===== src/rtl/xm23_alu_core.sv =====
// xm23_alu_core: registered ALU for the XM23 CPU.
// Computes a result and an updated PSW from the S/D operand buses. Both are
// registered one clock after a request is sampled with alu_E high.
// Optional build macro: XM23_ALU_DADD_EN enables BCD add on opcode 4.
// Without it, opcode 4 behaves as a reserved op.
module xm23_alu_core #(
   parameter int WIDTH = 16  // only 16 is supported
) (
   input  logic             Clock,
   input  logic             Reset_n,
   input  logic             alu_E,
   input  logic             psw_update,
   input  logic [5:0]       alu_op,
   input  logic [WIDTH-1:0] s_bus,
   input  logic [WIDTH-1:0] d_bus,
   input  logic [WIDTH-1:0] psw_in,
   output logic [WIDTH-1:0] alu_out,
   output logic [WIDTH-1:0] psw_out
);

   typedef enum logic [4:0] {
      OP_ADD  = 5'd0,
      OP_ADDC = 5'd1,
      OP_SUB  = 5'd2,
      OP_SUBC = 5'd3,
      OP_DADD = 5'd4,
      OP_CMP  = 5'd5,
      OP_XOR  = 5'd6,
      OP_AND  = 5'd7,
      OP_OR   = 5'd8,
      OP_BIT  = 5'd9,
      OP_BIC  = 5'd10,
      OP_BIS  = 5'd11,
      OP_MOV  = 5'd12,
      OP_SRA  = 5'd13,
      OP_RRC  = 5'd14,
      OP_SWPB = 5'd15,
      OP_SXT  = 5'd16
   } op_e;

   op_e         op;
   logic        byte_m;
   logic        cin;

   logic [15:0] add_b;
   logic        add_ci;
   logic [16:0] sum_w;
   logic [8:0]  sum_b;

   logic [15:0] res;
   logic        c_f;
   logic        v_f;
   logic        z_f;
   logic        n_f;
   logic        wr_res;
   logic        upd_c;
   logic        upd_zn;
   logic        upd_v;
   logic        byte_flags;
   logic [15:0] psw_new;

   logic [15:0] alu_out_d, alu_out_q;
   logic [15:0] psw_out_d, psw_out_q;

   assign op     = op_e'(alu_op[4:0]);
   assign byte_m = alu_op[5];
   assign cin    = psw_in[0];

`ifdef XM23_ALU_DADD_EN
   // BCD add: returns {carry, result}. Each nibble above 9 is adjusted by 6
   // and carries into the next nibble. In byte mode the carry comes out of
   // nibble 1 and the high byte is passed through from a.
   function automatic logic [16:0] bcd_add(input logic [15:0] a,
                                           input logic [15:0] b,
                                           input logic        c_in,
                                           input logic        byte_sel);
      logic [4:0]  ns;
      logic        c;
      logic        c_byte;
      logic [15:0] r;
      c      = c_in;
      c_byte = 1'b0;
      r      = 16'd0;
      for (int i = 0; i < 4; i++) begin
         ns = {1'b0, a[4*i +: 4]} + {1'b0, b[4*i +: 4]} + {4'd0, c};
         if (ns > 5'd9) begin
            ns = ns + 5'd6;
            c  = 1'b1;
         end else begin
            c  = 1'b0;
         end
         r[4*i +: 4] = ns[3:0];
         if (i == 1) c_byte = c;
      end
      return byte_sel ? {c_byte, a[15:8], r[7:0]} : {c, r};
   endfunction

   logic [16:0] dadd_res;
   assign dadd_res = bcd_add(d_bus, s_bus, cin, byte_m);
`endif

   // Select the second addend and the carry-in for the shared adder.
   always_comb begin
      // NOTE: every always_comb output gets a default first so that no path
      // leaves it unassigned and infers a latch.
      add_b  = s_bus;
      add_ci = 1'b0;
      case (op)
         OP_ADDC:        add_ci = cin;
         OP_SUB, OP_CMP: begin
            add_b  = ~s_bus;
            add_ci = 1'b1;
         end
         OP_SUBC: begin
            add_b  = ~s_bus;
            add_ci = cin;
         end
         default: ;
      endcase
   end

   // The adder runs at both widths. Byte mode uses the carry out of bit 7.
   assign sum_w = {1'b0, d_bus} + {1'b0, add_b} + {16'd0, add_ci};
   assign sum_b = {1'b0, d_bus[7:0]} + {1'b0, add_b[7:0]} + {8'd0, add_ci};

   // Compute the result and the flags. This block also decides which PSW
   // bits the operation may change.
   always_comb begin
      res    = d_bus;
      c_f    = cin;
      v_f    = psw_in[4];
      wr_res = 1'b1;
      upd_c  = 1'b0;
      upd_zn = 1'b0;
      upd_v  = 1'b0;
      case (op)
         OP_ADD, OP_ADDC, OP_SUB, OP_SUBC, OP_CMP: begin
            res    = byte_m ? {d_bus[15:8], sum_b[7:0]} : sum_w[15:0];
            c_f    = byte_m ? sum_b[8] : sum_w[16];
            v_f    = byte_m ? ((d_bus[7] == add_b[7]) && (res[7] != d_bus[7]))
                            : ((d_bus[15] == add_b[15]) && (res[15] != d_bus[15]));
            wr_res = (op != OP_CMP);
            upd_c  = 1'b1;
            upd_zn = 1'b1;
            upd_v  = 1'b1;
         end
`ifdef XM23_ALU_DADD_EN
         OP_DADD: begin
            res    = dadd_res[15:0];
            c_f    = dadd_res[16];
            upd_c  = 1'b1;
            upd_zn = 1'b1;
         end
`endif
         OP_XOR, OP_AND, OP_OR, OP_BIT, OP_BIC, OP_BIS: begin
            case (op)
               OP_XOR:        res = d_bus ^ s_bus;
               OP_AND, OP_BIT: res = d_bus & s_bus;
               OP_BIC:        res = d_bus & ~s_bus;
               default:       res = d_bus | s_bus;
            endcase
            if (byte_m) res[15:8] = d_bus[15:8];
            wr_res = (op != OP_BIT);
            upd_zn = 1'b1;
         end
         OP_MOV: res = byte_m ? {d_bus[15:8], s_bus[7:0]} : s_bus;
         OP_SRA: begin
            res    = byte_m ? {d_bus[15:8], d_bus[7], d_bus[7:1]}
                            : {d_bus[15], d_bus[15:1]};
            c_f    = d_bus[0];
            upd_c  = 1'b1;
            upd_zn = 1'b1;
         end
         OP_RRC: begin
            res    = byte_m ? {d_bus[15:8], cin, d_bus[7:1]}
                            : {cin, d_bus[15:1]};
            c_f    = d_bus[0];
            upd_c  = 1'b1;
            upd_zn = 1'b1;
         end
         OP_SWPB: begin
            res    = {d_bus[7:0], d_bus[15:8]};
            upd_zn = 1'b1;
         end
         OP_SXT: begin
            res    = {{8{d_bus[7]}}, d_bus[7:0]};
            upd_zn = 1'b1;
         end
         default: ;  // reserved: result = D, flags unchanged
      endcase

      // SWPB and SXT always work on the full word.
      byte_flags = byte_m && (op != OP_SWPB) && (op != OP_SXT);
      n_f        = byte_flags ? res[7] : res[15];
      z_f        = byte_flags ? (res[7:0] == 8'd0) : (res == 16'd0);
   end

   // Merge the computed flags into the incoming PSW. SLP and bits 15:5
   // always pass through unchanged.
   always_comb begin
      psw_new = psw_in;
      if (psw_update) begin
         if (upd_c) psw_new[0] = c_f;
         if (upd_zn) begin
            psw_new[1] = z_f;
            psw_new[2] = n_f;
         end
         if (upd_v) psw_new[4] = v_f;
      end
   end

   // Next state of the output registers. Both hold while alu_E is low.
   // Flags-only ops also hold alu_out.
   always_comb begin
      alu_out_d = alu_out_q;
      psw_out_d = psw_out_q;
      if (alu_E) begin
         if (wr_res) alu_out_d = res;
         psw_out_d = psw_new;
      end
   end

   // Output registers with asynchronous clear.
   always_ff @(posedge Clock or negedge Reset_n) begin
      // NOTE: non-blocking assignments, so every flop samples its pre-edge
      // inputs regardless of the order in which blocks are evaluated.
      if (!Reset_n) begin
         alu_out_q <= 16'h0000;
         psw_out_q <= 16'h0000;
      end else begin
         alu_out_q <= alu_out_d;
         psw_out_q <= psw_out_d;
      end
   end

   assign alu_out = alu_out_q;
   assign psw_out = psw_out_q;

endmodule


===== config.mk =====
export PLATFORM = sky130hd
export DESIGN_NAME = xm23_alu_core
export DESIGN_NICKNAME = d
export VERILOG_FILES = /design/src/rtl/xm23_alu_core.sv
export SDC_FILE = /design/constraint.sdc
export NUM_CORES = 1
export LEC_CHECK = 0
export BUFFER_PORTS_ARGS = -buffer_cell sky130_fd_sc_hd__buf_2
export CAP_MARGIN = 20
export CORE_ASPECT_RATIO = 0.9
export CORE_MARGIN = 5
export CORE_UTILIZATION = 33
export CTS_CLUSTER_DIAMETER = 150
export DETAILED_ROUTE_END_ITERATION = 8
export SLEW_MARGIN = 20
export SYNTH_ARGS = -nofsm -noshare
export SYNTH_HDL_FRONTEND = slang
export SYNTH_SLANG_ARGS = --single-unit

===== constraint.sdc =====
create_clock -name Clock -period 2.4 [get_ports Clock]
set_clock_uncertainty 0.1 [all_clocks]
set_input_delay 0.36 -clock Clock [delete_from_list [all_inputs] [get_ports Clock]]
set_output_delay 0.36 -clock Clock [all_outputs]
set_load 0.01 [all_outputs]

==> metrics.md <==
| Metric | Value |
|---|---|
| Result of the run | finished, violations left |
| Violations in the final reports | negative setup slack |
| Worst min-delay path class | in2async |
| Highest-count cells in the layout ignoring fill and taps | sky130_fd_sc_hd__buf_4, sky130_fd_sc_hd__buf_2, sky130_fd_sc_hd__nand2_1, sky130_fd_sc_hd__inv_1, sky130_fd_sc_hd__dfrtp_1 |
| Die Ht | 120 um |
| Arrival time reported for the critical path endpoint | 3.67 ns |
| Count of nets after finishing | 939 |
| GP Congestion | 1.03 |
| Antenna violations before repair | 0 |
| Required time reported for the critical path endpoint | 2.51 ns |
| Yosys reg bits | 32 |
| Count of distinct cell types in the synthesized netlist | 78 |
| CTS Hold Bufs | 0 |
| Placeable core region | 13300 um2 |
| TritonCTS clock tree | yes |
| Total power per unit cell area | 402 nW/um2 |
| Growth of design area from synthesis to finish | 61.3% |
| Initial Util | 33.3% |
| Number of inserted diodes | 0 |
| H-tree level count | 2 |
| Overall routing resource usage | 25.1% |
| Number of detailed-routing iterations run before antenna repair | 5 |
| Most common cell after layout, fill and taps aside | sky130_fd_sc_hd__buf_4 |
| TritonCTS sink count | 32 |
| Top-Level Pins | 90 |
| Detailed-route vias per instance | 5.72 |
| Iteration-0 DRC Markers | 435 |
| Count of warnings emitted by yosys | 0 |
| Kind of capture point of the worst setup path | register |
| MaxCap Viol Count | 0 |
| DRC | 0 |
| Unrepaired setup endpoints after global routing | yes |
| Clock Tree Buf Depth | 2 |
| Post-DRT Antenna Nets | 0 |
| Die footprint | 15800 um2 |
| Rel. slew slack | 53.6% |
| Ratio of cells with drive above 1 in the final layout | 45.5% |
| Average cell area after synthesis | 7.72 um2 |
| Worst-Skew Late Latency | 0.27 ns |
| WHS | 0.0281 ns |
| First-pass GRT wire length | 31700 um |
| Share of the cycle needed by the critical path after routing | 148% |
| Wire length per cell after detailed routing | 20.2 um |
| Number of global-route vias before repair | 5784 |
| Total via count after detailed routing | 5809 |
| Total overflow reported by the global router | 0 |
| Root buffer cell | sky130_fd_sc_hd__clkbuf_16 |
| Peak supply drop | 0.335 mV |
| Leakage | 3.41 nW |
| Worst-margin pin slew | 0.692 ns |
| Number of nets produced by synthesis | 664 |
| Final Hold Fails | 0 |
| Number of buffers created by CTS | 5 |
| HPWL after DPL | 16700 um |
| Critical path class | in2reg |
| Achievable frequency | 281 MHz |
| X dimension of the die | 132 um |
| Min setup slack post-route | -1.16 ns |
| Floorplan row count | 40 |
| Port bufs | 89 |
| Fraction of registers with async set/reset | 100% |
| Final Critical Period | 3.56 ns |
| Cells after Synth | 572 |
| EDFF count, synth | 0 |
| Total count of max-transition violations in the final report | 0 |
| Most used flip-flop cell after synthesis | sky130_fd_sc_hd__dfrtp_1 |
| Largest driver fanout on the critical path | 2 |
| Element type at the critical path start | input port |
| Largest net degree at the start of global routing | 33 |
| Post-Route Utilization | 53.7% |
| Clock slew at the register clock pins of the worst setup and hold paths | 0.05 ns |
| Number of setup violations in the final report | 19 |
| Seq/Total Area, Yosys | 18.1% |
| Overall routed net length | 20500 um |
| Area of the mapped netlist | 4420 um2 |
## cells by family after synthesis
| group | share of synthesized area, % |
|---|---|
| multiplexers | 5.21 |
| XOR/XNOR | 6.94 |
| buffers and inverters | 7.25 |
| adder cells (fa/ha/maj) | 9.97 |
| flip-flops | 18.1 |
| AND/OR/NAND/NOR | 20.6 |
| AO/OA/AOI/OAI | 31.9 |
## metal layers
metal / global-route usage, % / vias to the layer above / share of wire, %
met4: 11.1 / 0 / 4.4
met1: 33.6 / 2733 / 43
met5: 0 / - / 0
met3: 4.57 / 55 / 8.2
met2: 39.2 / 305 / 44
li1: - / 2716 / -
## flip-flops by register name (all words and copies together), names as in the netlist
signal,count
psw_out,16
alu_out,16
## where the power goes
part | internal (mW) | switching (mW)
combinational | 0.786 | 0.814
clock | 0.412 | 0.203
sequential | 0.614 | 0.0380
## layout make-up
cell class / instances / area (um2)
inverters: 44 / 165
repair buffers: 302 / 2150
multi-input cells: 462 / 3650
clock buffers: 8 / 146
fillers: 1230 / 6130
well taps: 168 / 210
flip-flops and latches: 32 / 801
## critical path, stage by stage
cell and delay (ns):
sky130_fd_sc_hd__buf_6 0.10, sky130_fd_sc_hd__nor2b_4 0.13, sky130_fd_sc_hd__mux2i_4 0.15, sky130_fd_sc_hd__nor2_4 0.07, sky130_fd_sc_hd__xnor2_2 0.15, sky130_fd_sc_hd__fa_2 0.42
sky130_fd_sc_hd__fa_2 0.35, sky130_fd_sc_hd__a21o_1 0.19, sky130_fd_sc_hd__a21oi_2 0.17, sky130_fd_sc_hd__xor2_1 0.21, sky130_fd_sc_hd__nor2_1 0.08, sky130_fd_sc_hd__o32ai_2 0.33
sky130_fd_sc_hd__or4b_4 0.50, sky130_fd_sc_hd__nor3_2 0.11, sky130_fd_sc_hd__and3_1 0.18, sky130_fd_sc_hd__o221a_2 0.18
## what timing repair did
item | 4_1_cts | 5_1_grt
buffers inserted | 5 | 6
gates cloned | 0 | 0
pin swaps | 25 | 22
hold endpoints to repair | 0 | 0
resized for setup | 42 | 23
setup endpoints to repair | 20 | 20
## synthesized netlist by cell type, drive strengths merged (5+ instances only)
| master | count | area share [%] |
|---|---|---|
| dfrtp | 32 | 18 |
| nand4 | 6 | 0.85 |
| a31oi | 13 | 1.8 |
| nand2b | 9 | 1.3 |
| buf | 11 | 1.6 |
| a221oi | 7 | 1.4 |
| or3 | 5 | 0.71 |
| nor3 | 18 | 2.2 |
| mux2 | 16 | 4.1 |
| a22o | 6 | 1.2 |
| a2111oi | 6 | 1.3 |
| a31o | 5 | 0.99 |
| nand2 | 48 | 4.1 |
| clkbuf | 23 | 2.0 |
| ha | 32 | 9.1 |
| nand3 | 18 | 2.0 |
| a21o | 12 | 2.0 |
| a22oi | 9 | 1.5 |
| mux2i | 5 | 1.1 |
| nor2 | 26 | 2.2 |
| and3 | 11 | 1.6 |
| a21oi | 35 | 4.0 |
| nor2b | 5 | 0.71 |
| o21ai | 38 | 4.4 |
| a211oi | 5 | 0.85 |
| o22ai | 11 | 1.6 |
| inv | 44 | 3.7 |
| xnor2 | 32 | 6.3 |
## metrics by stage
stage	TNS [ns]	cells	setup WS, ns	total power, mW	instance area [um2]
2_1_floorplan	-17.81	572	-1.56	1.38	4570
3_3_place_gp	-19.41	999	-1.51	2.08	6610
3_5_place_dp	-21.36	999	-1.62	2.10	6610
4_1_cts	-12.67	1012	-1.09	2.82	7000
5_1_grt	-15.31	1016	-1.29	3.04	7130
6_report	-13.35	1016	-1.16	2.87	7130
## path summary, 6_finish.rpt
path                                  from           to  slack [ns]  cells past startpoint
worst max-delay path             alu_op[0]   psw_out[1]       -1.16                     16
worst min-delay path               Reset_n  alu_out[15]        0.03                      1
worst max register to register  alu_out[1]   alu_out[1]        1.53                      1
worst min register to register  alu_out[4]   alu_out[4]        0.38                      2
max in group asynchronous          Reset_n   alu_out[0]        1.73                      1
min in group Clock               psw_in[9]   psw_out[9]        0.22                      2
Power figures use the tool's default switching activity.
